$ cat config.mk
export PLATFORM = sky130hd
export DESIGN_NAME = sample_mixer_flat
export DESIGN_NICKNAME = d
export VERILOG_FILES = /design/src/rtl/mixer_pkg.sv /design/src/rtl/sample_mixer_if.sv /design/src/rtl/serial_divider.sv /design/src/rtl/sample_mixer.sv /design/src/flat_wrapper.sv
export SDC_FILE = /design/constraint.sdc
export NUM_CORES = 1
export LEC_CHECK = 0
export CAP_MARGIN = 30
export CORE_MARGIN = 2
export CORE_UTILIZATION = 50
export DETAILED_ROUTE_END_ITERATION = 7
export PLACE_DENSITY = 0.74
export SLEW_MARGIN = 20
export SYNTH_ARGS = -nofsm -noshare
export SYNTH_HDL_FRONTEND = slang
export SYNTH_SLANG_ARGS = --single-unit
$ cat constraint.sdc
create_clock -name clk -period 6.9 [get_ports clk]
set_clock_uncertainty 0.05 [all_clocks]
set_input_delay 0.69 -clock clk [delete_from_list [all_inputs] [get_ports clk]]
set_output_delay 0.69 -clock clk [all_outputs]
set_load 0.02 [all_outputs]
$ cat src/rtl/mixer_pkg.sv
// Shared types and constants for the sample mixer: sample width, FSM states, dither LFSR.
package mixer_pkg;

  localparam int unsigned SAMPLE_W = 8;

  localparam logic [7:0] LFSR_SEED = 8'h01;
  // Right-shifting Galois form of x^8+x^6+x^5+x^4+1
  localparam logic [7:0] LFSR_TAPS = 8'hB8;

  typedef enum logic [1:0] {
    IDLE,
    ACCUM,
    DIV,
    DONE
  } state_e;

  function automatic logic [SAMPLE_W-1:0] saturate(input logic [15:0] v);
    return (v > 16'd255) ? 8'hFF : v[SAMPLE_W-1:0];
  endfunction

  function automatic logic [7:0] lfsr_next(input logic [7:0] s);
    return s[0] ? ((s >> 1) ^ LFSR_TAPS) : (s >> 1);
  endfunction

endpackage

$ cat src/rtl/sample_mixer_if.sv
// Mixer request/result bundle; master drives ticks and voices, slave is the mixer.
interface sample_mixer_if #(
  parameter int unsigned NUM_VOICES = 4
);
  import mixer_pkg::*;

  logic                           sample_tick;
  logic [NUM_VOICES*SAMPLE_W-1:0] voice_samples;
  logic [NUM_VOICES-1:0]          voice_active;
  logic [SAMPLE_W-1:0]            mixed_sample;
  logic                           sample_valid;
  logic                           busy;
  logic                           overrun;

  modport master (
    output sample_tick, voice_samples, voice_active,
    input  mixed_sample, sample_valid, busy, overrun
  );

  modport slave (
    input  sample_tick, voice_samples, voice_active,
    output mixed_sample, sample_valid, busy, overrun
  );

endinterface

$ cat src/rtl/serial_divider.sv
// Restoring serial divider: one quotient bit per cycle for SUM_W cycles after start.
// A zero divisor yields a zero quotient with unchanged latency.
module serial_divider #(
  parameter int unsigned SUM_W = 10,
  parameter int unsigned CNT_W = 3
) (
  input  logic             clk,
  input  logic             rst,
  input  logic             start,
  input  logic [SUM_W-1:0] dividend,
  input  logic [CNT_W-1:0] divisor,
  output logic [SUM_W-1:0] quotient,
  output logic             done
);

  localparam int unsigned STEP_W = $clog2(SUM_W + 1);

  logic [SUM_W-1:0]  quo_q, quo_d;
  logic [CNT_W-1:0]  rem_q, rem_d;
  logic [CNT_W-1:0]  div_q, div_d;
  logic [STEP_W-1:0] steps_q, steps_d;
  logic              zero_q, zero_d;
  logic              done_q, done_d;
  logic [CNT_W:0]    trial_c;

  always_comb begin
    quo_d   = quo_q;
    rem_d   = rem_q;
    div_d   = div_q;
    steps_d = steps_q;
    zero_d  = zero_q;
    trial_c = {rem_q, quo_q[SUM_W-1]};
    if (start) begin
      quo_d   = dividend;
      rem_d   = '0;
      div_d   = divisor;
      zero_d  = (divisor == '0);
      steps_d = STEP_W'(SUM_W);
    end else if (steps_q != '0) begin
      steps_d = steps_q - STEP_W'(1);
      if (trial_c >= {1'b0, div_q}) begin
        rem_d = CNT_W'(trial_c - {1'b0, div_q});
        quo_d = {quo_q[SUM_W-2:0], 1'b1};
      end else begin
        rem_d = trial_c[CNT_W-1:0];
        quo_d = {quo_q[SUM_W-2:0], 1'b0};
      end
    end
    // done marks the cycle whose closing edge performs the final step
    done_d = (steps_d == STEP_W'(1));
  end

  always_ff @(posedge clk) begin
    if (rst) begin
      quo_q   <= '0;
      rem_q   <= '0;
      div_q   <= '0;
      steps_q <= '0;
      zero_q  <= 1'b0;
      done_q  <= 1'b0;
    end else begin
      quo_q   <= quo_d;
      rem_q   <= rem_d;
      div_q   <= div_d;
      steps_q <= steps_d;
      zero_q  <= zero_d;
      done_q  <= done_d;
    end
  end

  assign quotient = zero_q ? '0 : quo_q;
  assign done     = done_q;

endmodule

$ cat src/rtl/sample_mixer.sv
// Averages the active voices on each sample tick and holds the result for the PWM stage.
// Optional MIXER_DITHER_EN adds an LFSR bit to the quotient before saturation.
module sample_mixer
  import mixer_pkg::*;
#(
  parameter int unsigned NUM_VOICES = 4
) (
  input  logic clk,
  input  logic rst,
  sample_mixer_if.slave bus
);

  localparam int unsigned SUM_W = SAMPLE_W + $clog2(NUM_VOICES);
  localparam int unsigned CNT_W = $clog2(NUM_VOICES + 1);
  localparam int unsigned IDX_W = (NUM_VOICES > 1) ? $clog2(NUM_VOICES) : 1;

  state_e                         state_q;
  logic [NUM_VOICES*SAMPLE_W-1:0] snap_q;
  logic [NUM_VOICES-1:0]          mask_q;
  logic [IDX_W-1:0]               idx_q;
  logic [SUM_W-1:0]               sum_q;
  logic [CNT_W-1:0]               cnt_q;
  logic [SAMPLE_W-1:0]            mixed_q;
  logic                           valid_q;
  logic                           busy_q;
  logic                           overrun_q;
`ifdef MIXER_DITHER_EN
  logic [7:0]                     lfsr_q;
`endif

  logic [SAMPLE_W-1:0] voice_c;
  logic                active_c;
  logic                last_c;
  logic [SUM_W-1:0]    sum_next_c;
  logic [CNT_W-1:0]    cnt_next_c;
  logic [SUM_W:0]      result_c;
  logic                div_start_c;
  logic [SUM_W-1:0]    quotient;
  logic                div_done;

  // Select the snapshot voice addressed by the accumulation index
  always_comb begin
    voice_c  = '0;
    active_c = 1'b0;
    for (int i = 0; i < int'(NUM_VOICES); i++) begin
      if (IDX_W'(i) == idx_q) begin
        voice_c  = snap_q[i*SAMPLE_W +: SAMPLE_W];
        active_c = mask_q[i];
      end
    end
  end

  assign last_c      = (idx_q == IDX_W'(NUM_VOICES - 1));
  assign sum_next_c  = sum_q + (active_c ? SUM_W'(voice_c) : SUM_W'(0));
  assign cnt_next_c  = cnt_q + (active_c ? CNT_W'(1) : CNT_W'(0));
  assign div_start_c = (state_q == ACCUM) && last_c;

`ifdef MIXER_DITHER_EN
  assign result_c = {1'b0, quotient} + (SUM_W + 1)'(lfsr_q[0]);
`else
  assign result_c = {1'b0, quotient};
`endif

  serial_divider #(
    .SUM_W (SUM_W),
    .CNT_W (CNT_W)
  ) u_div (
    .clk      (clk),
    .rst      (rst),
    .start    (div_start_c),
    .dividend (sum_next_c),
    .divisor  (cnt_next_c),
    .quotient (quotient),
    .done     (div_done)
  );

  always_ff @(posedge clk) begin
    if (rst) begin
      state_q   <= IDLE;
      snap_q    <= '0;
      mask_q    <= '0;
      idx_q     <= '0;
      sum_q     <= '0;
      cnt_q     <= '0;
      mixed_q   <= '0;
      valid_q   <= 1'b0;
      busy_q    <= 1'b0;
      overrun_q <= 1'b0;
`ifdef MIXER_DITHER_EN
      lfsr_q    <= LFSR_SEED;
`endif
    end else begin
      valid_q   <= 1'b0;
      overrun_q <= 1'b0;
      case (state_q)
        IDLE: begin
          if (bus.sample_tick) begin
            snap_q  <= bus.voice_samples;
            mask_q  <= bus.voice_active;
            sum_q   <= '0;
            cnt_q   <= '0;
            idx_q   <= '0;
            busy_q  <= 1'b1;
            state_q <= ACCUM;
`ifdef MIXER_DITHER_EN
            lfsr_q  <= lfsr_next(lfsr_q);
`endif
          end
        end
        ACCUM: begin
          sum_q <= sum_next_c;
          cnt_q <= cnt_next_c;
          idx_q <= idx_q + IDX_W'(1);
          if (last_c) state_q <= DIV;
        end
        DIV: begin
          if (div_done) state_q <= DONE;
        end
        DONE: begin
          mixed_q <= saturate(16'(result_c));
          valid_q <= 1'b1;
          busy_q  <= 1'b0;
          state_q <= IDLE;
        end
        default: state_q <= IDLE;
      endcase
      // A tick in any non-idle state, including DONE, is dropped
      if (bus.sample_tick && (state_q != IDLE)) overrun_q <= 1'b1;
    end
  end

  assign bus.mixed_sample = mixed_q;
  assign bus.sample_valid = valid_q;
  assign bus.busy         = busy_q;
  assign bus.overrun      = overrun_q;

endmodule
$ cat src/flat_wrapper.sv
// flat-port wrapper written by rule: the top's interface ports become plain ports
module sample_mixer_flat import mixer_pkg::*;
#(
  parameter int unsigned NUM_VOICES = 4
)
  (clk, rst, bus_sample_tick, bus_voice_samples, bus_voice_active, bus_mixed_sample, bus_sample_valid, bus_busy, bus_overrun);
  sample_mixer_if #(.NUM_VOICES(NUM_VOICES)) bus_i ();
  input  logic clk;
  input  logic rst;
  input wire logic [$bits(bus_i.sample_tick)-1:0] bus_sample_tick;
  input wire logic [$bits(bus_i.voice_samples)-1:0] bus_voice_samples;
  input wire logic [$bits(bus_i.voice_active)-1:0] bus_voice_active;
  output wire logic [$bits(bus_i.mixed_sample)-1:0] bus_mixed_sample;
  output wire logic [$bits(bus_i.sample_valid)-1:0] bus_sample_valid;
  output wire logic [$bits(bus_i.busy)-1:0] bus_busy;
  output wire logic [$bits(bus_i.overrun)-1:0] bus_overrun;
  assign bus_i.sample_tick = bus_sample_tick;
  assign bus_i.voice_samples = bus_voice_samples;
  assign bus_i.voice_active = bus_voice_active;
  assign bus_mixed_sample = bus_i.mixed_sample;
  assign bus_sample_valid = bus_i.sample_valid;
  assign bus_busy = bus_i.busy;
  assign bus_overrun = bus_i.overrun;
  sample_mixer #(.NUM_VOICES(NUM_VOICES)) u_core (.clk(clk), .rst(rst), .bus(bus_i));
endmodule
Yosys cells after proc, flatten, opt, wreduce, memory -nomap -nowiden
Index checks and enable logic that the tools add are counted.
{"block": "op_classes", "add_sub_neg": 5, "multipliers": 0, "n_div": 0, "magnitude_cmp": 2, "eq_ne": 11, "shift": 0, "muxes": 32, "bitwise_logic": 0, "reduce_logical": 15}
{"operator": "$mux W8", "count": 6}
{"operator": "$mux W10", "count": 4}
{"operator": "$pmux W10 S2", "count": 1}
{"operator": "$add A10 B10 Y10", "count": 1}
{"operator": "$gt A10 B8 Y1 const B", "count": 1}
{"operator": "$mux W1", "count": 9}
{"operator": "$mux W2", "count": 4}
{"operator": "$mux W4", "count": 2}
{"operator": "$pmux W2 S4", "count": 1}
{"operator": "$reduce_bool A2 Y1", "count": 4}
{"operator": "$eq A2 B2 Y1 const B", "count": 3}
{"operator": "$mux W3", "count": 2}
{"operator": "$pmux W3 S2", "count": 1}
{"operator": "$reduce_and A2 Y1", "count": 3}
{"operator": "$eq A2 B2 Y1 const A", "count": 2}
{"operator": "$eq A4 B1 Y1 const B", "count": 1}
{"operator": "$ge A4 B3 Y1", "count": 1}
{"operator": "$logic_not A2 Y1", "count": 2}
{"operator": "$ne A2 B2 Y1 const B", "count": 2}
{"operator": "$pmux W2 S2", "count": 1}
{"operator": "$reduce_bool A4 Y1", "count": 1}
{"operator": "$sub A4 B1 Y4 const B", "count": 1}
{"operator": "$add A3 B3 Y3", "count": 1}
{"operator": "$logic_not A3 Y1", "count": 1}
{"operator": "9 further kinds", "count": 10}
{"block": "totals", "ff_bits": 86, "latch_bits": 0, "mem_bits_rw": 0, "mem_bits_ro": 0, "input_bits": 39, "output_inout_bits": 11, "word_cells": 81, "memories": 0}

Depth between registers and ports, before layout
Gate-level depths: netlist (run 1).
{"block": "depth", "depth_word": 8, "depth_mapped": 14}

Modules after synthesis
From an unflattened synthesis (run 1), not the netlist that was laid out.
{"block": "hier_totals", "hier_cells": 535, "area_unflattened_um2": 4388.0}
{"mod": "sample_mixer", "n_inst": 1, "cells_per_inst": 404, "area_per_inst_um2": 3199.3, "seq_area_each_um2": 1281.2}
{"mod": "serial_divider", "n_inst": 1, "cells_per_inst": 131, "area_per_inst_um2": 1188.6, "seq_area_each_um2": 440.4}

Worst setup path after synthesis (run 1)
No wires, ideal clock.
{"block": "synth_path", "kind": "flip-flop to flip-flop", "startpoint": "reg u_core.idx_q[0]", "endpoint": "reg u_core.u_div.quo_q[6]", "setup_ns": 0.112, "arrival_time_ns": 2.797, "t_required_ns": 6.738, "slack_ns": 3.940, "path_stages_with_launch": 14, "n_path_buf": 1, "synth_period_minus_slack_ns": 2.960, "cell_sequence": "dfxtp_1 inv_1 ha_1 clkbuf_1 nand3b_1 a311oi_1 a21oi_1 a21oi_1 ha_1 fa_1 nand3_1 a21oi_1 o211a_1 a2111oi_1"}
{"block": "synth_via", "elab_chain_cells": 8}
{"item": "from (decl)", "line_no": "sample_mixer.sv:20", "text": "logic [IDX_W-1:0] idx_q;"}
{"item": "from (signal assigned)", "line_no": "sample_mixer.sv:113", "text": "idx_q <= idx_q + IDX_W'(1);"}
{"item": "$logic_not A2 Y1", "line_no": "sample_mixer.sv:46", "text": "if (IDX_W'(i) == idx_q) begin"}
{"item": "$mux W8 / $mux W1 (equally long branches) (4 in series)", "line_no": "sample_mixer.sv:46"}
{"item": "$mux W8", "line_no": "sample_mixer.sv:54", "text": "assign sum_next_c = sum_q + (active_c ? SUM_W'(voice_c) : SUM_W'(0));"}
{"item": "$add A10 B10 Y10", "line_no": "sample_mixer.sv:54"}
{"item": "$mux W10", "line_no": "serial_divider.sv:33", "text": "if (start) begin"}
{"item": "to (signal assigned)", "line_no": "serial_divider.sv:62", "text": "quo_q <= quo_d;"}
{"item": "to (decl)", "line_no": "serial_divider.sv:18", "text": "logic [SUM_W-1:0] quo_q, quo_d;"}
Several ways; a longest one is shown, not always the timed one.
A chain may end at the register's enable or synchronous reset.

Worst setup path in the final report (run 1)
{"block": "layout_path", "startpoint": "reg u_core.idx_q[1]", "endpoint": "reg u_core.u_div.quo_q[6]"}
The elaborated chain is that of the path after synthesis.

==> results.ini, run 1 <==
[cts]
clkLatencyLatePin_ns=0.36
clk_pin_slew_ns=0.08
numCtsBuffers=9
cts-resized-gates=0
post_cts_buffers=0
hold_buffers=0
numClockSinks=86
cts_tree=yes
clock-root-buffer=clkbuf_8
clockBufferDepth=2
htreeDepth=3

[sta]
final_hold_viol_count=0
fmax_mhz=282
fin_crit_sh_pct=51.3
maxSlewViolCount=0
fin_setup_tns_ns=0
setup_violations=0
tightestPinTransition_ns=0.864
relSlewSlack_pct=42.1
final.min_clock_period_ns=3.54
rsz0062_at_grt=false

[floorplanning]
fp.dieArea_um2=9350
start_util_pct=52.0
die_y_um=96.7
core.rowCount=33
core_area_um2=8260
die_w_um=96.7
io_pins=50

[global_routing]
grt_max_degree=88
first_global_vias=3414
antenna_found_initial=0
grt_use_total_pct=21.2
grt_pass1_wl_um=16600
overflow=0

[detailed_routing]
drt_wl_total_um=9930
wl_per_cell_um=14.8
drc=0
drtIter0Drc=213
via_count=3764
dr.pass1.iters=5
ant_nets=0
via_per_inst=5.60

[synth]
syn_nets=595
synthArstFlopShare_pct=0
yosysWarnings=0
ys_seq_area_share_pct=40.1
synth_top_cell_by_area=dfxtp_1
synth_edf_count=0
yosys.cell_types.count=57
syn_area_um2=4300
yosys-top-cells-area=dfxtp_1, nand2_1, a21oi_1
yosys.area.top_type_share_pct=40.1
postSynthCellCount=532
syn_area_per_cell_um2=8.07
ys_seq_elements=86
synth_flop_cell=dfxtp_1

[layout]
nFillCells=760
area_growth_pct=16.5
stdcell_count=672
fin_util_pct=60.6
antennaDiodeCount=0
layout-drive-gt1-share_pct=4.94
layout.nets=625

[setup_path]
cp_common_cell=a21oi_1
cp_slowest_cell=a21oi_1
arrival_ns=3.74
cp_max_fo=18
critPathMaxStageDelay_ns=0.56
cp-start-kind=register
crit_chain=inv_1, ha_1, nand3b_1, a311oi_1, a21oi_1, a21oi_1, ha_1, fa_1, nand3_1, a21oi_1, o211a_1, a2111oi_1
cp-end-kind=register
cp.required_ns=7.10
crit_type=reg -> reg

[outcome]
status=finished, final reports clean

[placed_design]
dp_hpwl_um=6990
routabilityCongestion=0.898
dpl.cell_count=656
port_buffers=49

[power_and_ir_drop]
leakage_nw=1.92
vdd_ir_drop_max_v=0.000140
p_per_area_nw_per_um2=305

[job]
maxCapViolCount=0

[min_path]
min_path_type=reg -> reg

-- placed cells by master, fill, tap and decap left out, types with 6 or more instances in the layout --
| cell | Yosys | final |
|---|---|---|
| clkbuf_8 | 0 | 9 |
| inv_1 | 14 | 14 |
| dfxtp_1 | 86 | 86 |
| nor2b_1 | 9 | 9 |
| o211ai_1 | 27 | 27 |
| nand2b_1 | 10 | 10 |
| nand2_1 | 127 | 127 |
| a21oi_1 | 71 | 71 |
| clkdlybuf4s50_1 | 0 | 48 |
| a22oi_1 | 7 | 7 |
| nor3_1 | 7 | 7 |
| nor2_1 | 25 | 25 |
| ha_1 | 22 | 22 |
| nand3b_1 | 6 | 6 |
| mux2i_1 | 6 | 6 |
-- worst paths after layout --
check	from	to	slack, ns	depth (start not counted)
worst max-delay path	u_core.idx_q[1]	u_core.u_div.quo_q[6]	3.36	12
worst max register to register	u_core.idx_q[1]	u_core.u_div.quo_q[6]	3.36	12
worst min-delay path	u_core.snap_q[18]	u_core.snap_q[18]	0.41	2
worst min register to register	u_core.snap_q[18]	u_core.snap_q[18]	0.41	2
-- worst max-delay path: cells and delay by family, from the launching register on --
kind | cells | cell delay [ns]
DFF | 1 | 0.35
adders and majority gates | 3 | 1.15
AOI/OAI and AO/OA | 6 | 1.45
and+or+nand+nor | 2 | 0.36
buffers and inverters | 1 | 0.09
-- flip-flops by register name, indices dropped and copies added (netlist names), 2 cells and up --
| name | count |
|---|---|
| u_core.u_div.quo_q | 10 |
| u_core.cnt_q | 3 |
| u_core.sum_q | 10 |
| u_core.snap_q | 32 |
| u_core.u_div.rem_q | 3 |
| u_core.idx_q | 2 |
| u_core.u_div.steps_q | 4 |
| u_core.u_div.div_q | 3 |
| u_core.mask_q | 4 |
| u_core.bus.mixed_sample | 8 |
| u_core.state_q | 2 |
-- metal layers --
metal / global-route usage (%) / wire, um / share of wire, %
met5: 0 / 0 / 0
met1: 31.8 / 5080 / 51
met2: 31.5 / 4290 / 43
met4: 7.26 / 107 / 1.1
met3: 2.82 / 449 / 4.5
-- cell usage after synthesis (all sizes together), types with 3 or more instances --
library cell / count
nand3b: 6
o211ai: 27
a211oi: 4
nand2: 127
a21oi: 72
a311oi: 5
o2111ai: 3
nand3: 5
a22oi: 7
nor3: 7
nor2: 25
nor4: 3
inv: 14
xnor2: 3
nand2b: 10
buf: 18
a21o: 5
dfxtp: 86
mux2i: 6
a31oi: 3
and3: 4
nor2b: 9
a2111oi: 3
xor2: 3
nor3b: 3
clkbuf: 17
ha: 22
o21ai: 3
a211o: 5
-- where the power goes --
part	total, mW	internal (mW)	switching [mW]
combinational	0.506	0.201	0.305
sequential	0.634	0.574	0.0596
clock	0.389	0.205	0.183
-- per-stage QoR --
step,setup slack (ns),total power [mW],hold slack (ns),cell area (um^2)
2_1_floorplan,3.94,1.03,0.386,4300
3_3_place_gp,3.55,1.12,0.393,4770
3_5_place_dp,3.38,1.15,0.399,4790
4_1_cts,3.36,1.53,0.410,5010
5_1_grt,3.03,1.62,0.433,5010
6_report,3.36,1.53,0.409,5010
-- cell type report --
cell class | count | area, um^2 | area share, %
inverter | 15 | 56.3 | 1.12
clock buffer | 11 | 131 | 2.62
timing repair buffer | 54 | 531 | 10.6
sequential | 86 | 1720 | 34.4
clock inverter | 5 | 81.3 | 1.62
multi-input combinational | 396 | 2350 | 47.0
tap | 105 | 131 | 2.62
-- cells by family after synthesis --
| family | after synthesis | synth area share (%) |
|---|---|---|
| and+or+nand+nor | 212 | 22.3 |
| AOI/OAI and AO/OA | 148 | 22.5 |
| DFF | 86 | 40.1 |
| buffers and inverters | 50 | 5.13 |
| adders and majority gates | 24 | 7.34 |
| xor gates and xnor gates | 6 | 1.22 |
| muxes | 6 | 1.40 |
(Power assumes the default switching activity.)
==> run 2, diff against run 1 <==
--- a/config.mk
+++ b/config.mk
@@ -9,7 +9,7 @@
 export CORE_MARGIN = 2
 export CORE_UTILIZATION = 50
 export DETAILED_ROUTE_END_ITERATION = 7
-export PLACE_DENSITY = 0.74
+export PLACE_DENSITY = 0.77
 export SLEW_MARGIN = 20
 export SYNTH_ARGS = -nofsm -noshare
 export SYNTH_HDL_FRONTEND = slang
==> constraint.sdc (replaced) <==
create_clock -name clk -period 3 [get_ports clk]
set_clock_uncertainty 0.05 [all_clocks]
set_input_delay 0.3 -clock clk [delete_from_list [all_inputs] [get_ports clk]]
set_output_delay 0.3 -clock clk [all_outputs]
set_load 0.02 [all_outputs]
==> run 2 against run 1 <==
Net effect: maximum frequency up 21%; clock-buffer cell count up 1; highest routed layer unchanged; non-clock buffer count up 12; sequential share of layout area down 1.2 points; sequential power up 130%; utilization up 2.3 points; worst setup slack worse by 3.3 ns; critical path depth down 1; register-to-register slack worse by 3.3 ns; global-route usage down 0.27 points; via count up 4.4%; first-iteration DRC count up 61%.
==> results.ini, run 2 (synthesis gave the netlist of run 1 again) <==
[outcome]
status=finished, final reports clean

[global_routing]
first_global_vias=3657  ; +7.1%
grt_use_total_pct=21.0  ; -0.27 points
overflow=0  ; unchanged
antenna_found_initial=0  ; unchanged
grt_max_degree=46  ; -48%
grt_pass1_wl_um=16700  ; +0.62%

[layout]
layout.nets=638  ; +2.1%
largest_reg_flops=32  ; unchanged
reg.largest.list=u_core.snap_q: 32 flops, u_core.sum_q: 10 flops, u_core.u_div.quo_q: 10 flops
area_growth_pct=21.0
final_common_cell=nand2_1
top_register=u_core.snap_q
seqCellArea_um2=1720  ; +0.15%
multi_input_area_um2=2460  ; +4.5%
fin_area_um2=5200  ; +3.8%
nFillCells=712  ; -6.3%
antennaDiodeCount=0  ; unchanged
final_cell_mix=nand2_1, dfxtp_1, a21oi_1
layout-drive-gt1-share_pct=10.2  ; +5.2 points

[cts]
htreeDepth=3  ; unchanged
clock-root-buffer=clkbuf_8
numCtsBuffers=9  ; unchanged
clk_pin_slew_ns=0.08  ; about the same
clockBufferDepth=2  ; unchanged
hold_buffers=0  ; unchanged
numClockSinks=86  ; unchanged
clkLatencyLatePin_ns=0.34  ; -0.02 ns
cts_tree=yes

[job]
maxCapViolCount=0  ; unchanged

[setup_path]
cp.required_ns=3.18  ; -3.92 ns
cp-end-kind=register
cp_slowest_cell=dfxtp_2
cp_max_fo=5  ; -13
critPathMaxStageDelay_ns=0.37  ; -0.19 ns
arrival_ns=3.10  ; -0.64 ns
cp_num_buf_inv=1  ; unchanged
crit_chain=inv_1, ha_2, nand3b_1, a311oi_4, a21oi_4, a21oi_1, ha_1, a21o_1, a31oi_1, a2111oi_2, or3_1
crit_type=reg -> reg
cp-start-kind=register
cpLargestDelayFamily=compound AO/OA/AOI/OAI gates

[detailed_routing]
ant_nets=0  ; unchanged
wl_per_cell_um=14.8  ; about the same
drc=0  ; unchanged
drt_wl_total_um=10100  ; +2.0%
drtIter0Drc=342  ; +61%
via_per_inst=5.74  ; +2.5%
via_count=3931  ; +4.4%
dr.pass1.iters=5  ; unchanged

[sta]
final.min_clock_period_ns=2.92  ; -0.619 ns
setup_violations=0  ; unchanged
fin_setup_tns_ns=0  ; unchanged
fin_crit_sh_pct=97.4  ; +46 points
fmax_mhz=342  ; +21%
relSlewSlack_pct=45.4  ; +3.3 points
final_hold_viol_count=0  ; unchanged
tightestPinTransition_ns=0.819  ; -0.0450 ns
rsz0062_at_grt=true
maxSlewViolCount=0  ; unchanged

[power_and_ir_drop]
vdd_ir_drop_max_v=0.000422  ; +200%
p_per_area_nw_per_um2=677  ; +120%
leakage_nw=1.97  ; +2.6%

[floorplanning]
core.rowCount=33  ; unchanged
die_y_um=96.7  ; unchanged
fp.dieArea_um2=9350  ; unchanged
io_pins=50  ; unchanged
core_area_um2=8260  ; unchanged
die_w_um=96.7  ; unchanged
start_util_pct=52.0  ; unchanged

[placed_design]
port_buffers=49  ; unchanged
placed_cell_area_um2=4870  ; +1.6%
routabilityCongestion=0.908  ; +1.1%
dp_hpwl_um=7100  ; +1.6%

[min_path]
min_path_type=reg -> reg

## run 2: cell count changes in the layout (fill, tap and decap cells not counted), moves of 3 or more
cell and delta:
buf_4 +13, a21oi_1 -5, a21oi_2 +4, ha_1 -4
ha_2 +3
## run 2: timing repair
action,in CTS,in global routing
pin swaps,0,4
buffers inserted,0,1
resized for setup,2,21
gates cloned,0,1
endpoints found under the setup margin,7,12
## run 2: worst reg2reg max path: cells and delay by family (launching register included)
family          cells  cell delay, ns
compound gates      6            1.29
simple gates        2            0.56
fa+ha+maj           2            0.48
flops               1            0.37
buf+inv             1            0.07
## run 2: worst paths after layout
path	start	to	slack [ns]	depth (start not counted)
max	u_core.idx_q[1]	u_core.u_div.quo_q[8]	0.08	11
min	u_core.snap_q[21]	u_core.snap_q[21]	0.41	2
max reg2reg	u_core.idx_q[1]	u_core.u_div.quo_q[8]	0.08	11
min reg2reg	u_core.snap_q[21]	u_core.snap_q[21]	0.41	2
## run 2: cell type report
| cell class | instances | share of cell area, % |
|---|---|---|
| Inverter | 15 | 1.16 |
| Clock inverter | 4 | 1.04 |
| Sequential cell | 86 | 33.2 |
| Timing Repair Buffer | 66 | 11.8 |
| Tap cell | 105 | 2.53 |
| Clock buffer | 12 | 2.99 |
| Multi-Input combinational cell | 397 | 47.3 |
## run 2: where the power goes
group	internal, mW	switching [mW]	leakage, nW
Clock	0.434	0.415	0.0992
Combinational	0.496	0.723	1.17
Sequential	1.32	0.129	0.702
Total	2.25	1.27	1.97
## run 2: through the flow
| step | power [mW] | util, % | instances | worst slack [ns] | hold slack (ns) |
|---|---|---|---|---|---|
| after floorplan | 2.36 | - | 532 | 0.0404 | 0.386 |
| after global placement | 2.61 | 59.0 | 667 | 0.0868 | 0.397 |
| after detailed placement | 2.65 | 59.0 | 667 | -0.104 | 0.400 |
| after CTS | 3.50 | 61.6 | 683 | 0.0245 | 0.412 |
| after global routing | 3.75 | 62.9 | 685 | -0.0476 | 0.427 |
| final | 3.52 | 62.9 | 685 | 0.0769 | 0.411 |
## run 2: per-layer routing
| layer | share of wire (%) | routed length (um) | track usage, % |
|---|---|---|---|
| met1 | 46 | 4620 | 28.4 |
| met2 | 47 | 4770 | 33.3 |
| met4 | 1.7 | 168 | 8.02 |
| met5 | 0 | 0 | 0 |
| met3 | 5.7 | 574 | 3.90 |
==> run 3, diff against run 2 <==
--- a/config.mk
+++ b/config.mk
@@ -6,7 +6,6 @@
 export NUM_CORES = 1
 export LEC_CHECK = 0
 export CAP_MARGIN = 30
-export CORE_MARGIN = 2
 export CORE_UTILIZATION = 50
 export DETAILED_ROUTE_END_ITERATION = 7
 export PLACE_DENSITY = 0.77
==> run 3 against run 2 <==
Net effect: first-iteration DRC count decreased by 31%; worst setup slack improved by 0.0075 ns; cell count increased by 0.29%.
==> results.ini, run 3 (synthesis gave the netlist of run 1 again) <==
[outcome]
status=finished, final reports clean

[power_and_ir_drop]
finalPower_mw=3.58  ; +1.7%
p_per_area_nw_per_um2=687  ; +1.4%
leakage_nw=2.01  ; +1.8%
vdd_ir_drop_max_v=0.000424  ; +0.43%

[job]
maxCapViolCount=0  ; unchanged

[layout]
final_cell_mix=nand2_1, dfxtp_1, a21oi_1
fin_util_pct=63.1  ; +0.17 points
layout-drive-gt1-share_pct=10.3  ; +0.14 points
layout.nets=641  ; +0.47%
largest_reg_flops=32  ; unchanged
antennaDiodeCount=0  ; unchanged
final_common_cell=nand2_1
top_register=u_core.snap_q
reg.largest.list=u_core.snap_q: 32 flops, u_core.sum_q: 10 flops, u_core.u_div.quo_q: 10 flops
area_growth_pct=21.3

[setup_path]
cp_max_fo=4  ; -1
cp-start-kind=register
cp.required_ns=3.20  ; +0.02 ns
critPathMaxStageDelay_ns=0.38  ; about the same
cp-end-kind=register
cp-startpoint=u_core.idx_q[1]
cp_slowest_cell=a211o_1
crit_chain=inv_1, ha_1, nand3b_1, a311oi_2, a21oi_2, a21oi_2, ha_2, fa_2, nand3_2, a211o_1, and3_1, or3_1
cpLargestDelayFamily=compound AO/OA/AOI/OAI gates
arrival_ns=3.11  ; about the same
r2r-start=u_core.idx_q[1]
crit_type=reg -> reg
cp_num_buf_inv=1  ; unchanged
cp_common_cell=a21oi_2

[floorplanning]
io_pins=50  ; unchanged
fp.dieArea_um2=8970  ; -4.1%
start_util_pct=52.0  ; unchanged
core_area_um2=8260  ; unchanged
die_y_um=94.7  ; -2.1%
core.rowCount=33  ; unchanged
die_w_um=94.7  ; -2.1%

[detailed_routing]
drc=0  ; unchanged
drt_wl_total_um=10100  ; about the same
via_count=3891  ; -1.0%
via_per_inst=5.66  ; -1.3%
ant_nets=0  ; unchanged
drtIter0Drc=237  ; -31%
dr.pass1.iters=4  ; -1
wl_per_cell_um=14.7  ; -0.28%

[sta]
setup_ws_ns=0.0844  ; +0.00748 ns
fmax_mhz=343  ; +0.26%
rsz0062_at_grt=true
fin_crit_sh_pct=97.2  ; -0.25 points
final_hold_viol_count=0  ; unchanged
setup_violations=0  ; unchanged
hold_slack_ns=0.409  ; -0.00170 ns
relSlewSlack_pct=61.4  ; +16 points
maxSlewViolCount=0  ; unchanged
final.min_clock_period_ns=2.92  ; -0.00748 ns
tightestPinTransition_ns=0.573  ; -0.246 ns
fin_setup_tns_ns=0  ; unchanged

[global_routing]
grt_use_total_pct=23.7  ; +2.7 points
first_global_vias=3569  ; -2.4%
grt_pass1_wl_um=16500  ; -0.83%
antenna_found_initial=0  ; unchanged
overflow=0  ; unchanged
grt_max_degree=50  ; +8.7%

[min_path]
hp-start=u_core.snap_q[22]
min_path_type=reg -> reg

[cts]
cts_tree=yes
numClockSinks=86  ; unchanged
clkLatencyLatePin_ns=0.36  ; +0.02 ns
htreeDepth=3  ; unchanged
hold_buffers=0  ; unchanged
clock-root-buffer=clkbuf_8
numCtsBuffers=9  ; unchanged
clk_pin_slew_ns=0.08  ; about the same
clockBufferDepth=2  ; unchanged

[placed_design]
port_buffers=49  ; unchanged
routabilityCongestion=0.875  ; -3.6%
dp_hpwl_um=7310  ; +3.0%
place_ws_ns=0.0578  ; +0.162 ns

run 3: cell count changes in the layout (fill, tap and decap cells not counted), sizes merged:
| cell | before | now |
|---|---|---|
| a21oi | 73 | 72 |
| buf | 18 | 22 |
| bufinv | 1 | 2 |
| clkbuf | 12 | 11 |
| clkinv | 1 | 3 |
| clkinvlp | 3 | 0 |
run 3: stage by stage:
step,instances,cell area (um^2)
4_1_cts,685,5110
3_3_place_gp,670,4890
2_1_floorplan,532,4300
6_report,687,5210
3_5_place_dp,670,4890
5_1_grt,687,5210
run 3: where the power goes:
| group | total (mW) | internal, mW | switching, mW |
|---|---|---|---|
| combinational | 1.22 | 0.498 | 0.722 |
| clock | 0.909 | 0.507 | 0.402 |
| sequential | 1.45 | 1.32 | 0.127 |
| total | 3.58 | 2.33 | 1.25 |
run 3: cell type report:
type | count | area [um^2]
fill | 711 | 3050
multi-input combinational | 396 | 2430
sequential | 86 | 1720
timing repair buffer | 70 | 643
clock buffer | 11 | 151
tap | 105 | 131
clock inverter | 4 | 70.1
inverter | 15 | 56.3
run 3: layer usage:
layer	vias up	track usage [%]	part of all wire [%]
li1	1942	-	-
met1	1860	32.0	47
met2	79	38.2	47
met3	10	3.62	3.9
met4	0	8.33	1.4
met5	-	0	0
run 3: repair_timing:
item,CTS,global route
resized for setup,0,19
endpoints found under the setup margin,0,12
buffers inserted,0,2
run 3: worst paths after layout:
check,end,slack [ns],cells after the start
max,u_core.u_div.quo_q[8],0.08,12
min,u_core.snap_q[22],0.41,2
max reg2reg,u_core.u_div.quo_q[8],0.08,12
min reg2reg,u_core.snap_q[22],0.41,2
run 3: worst reg2reg max path, cell delays in order, from the launching register on:
cell      delay (ns)
dfxtp_2         0.36
inv_1           0.06
ha_1            0.20
nand3b_1        0.19
a311oi_2        0.31
a21oi_2         0.08
a21oi_2         0.16
ha_2            0.22
fa_2            0.24
nand3_2         0.11
a211o_1         0.38
and3_1          0.16
or3_1           0.29
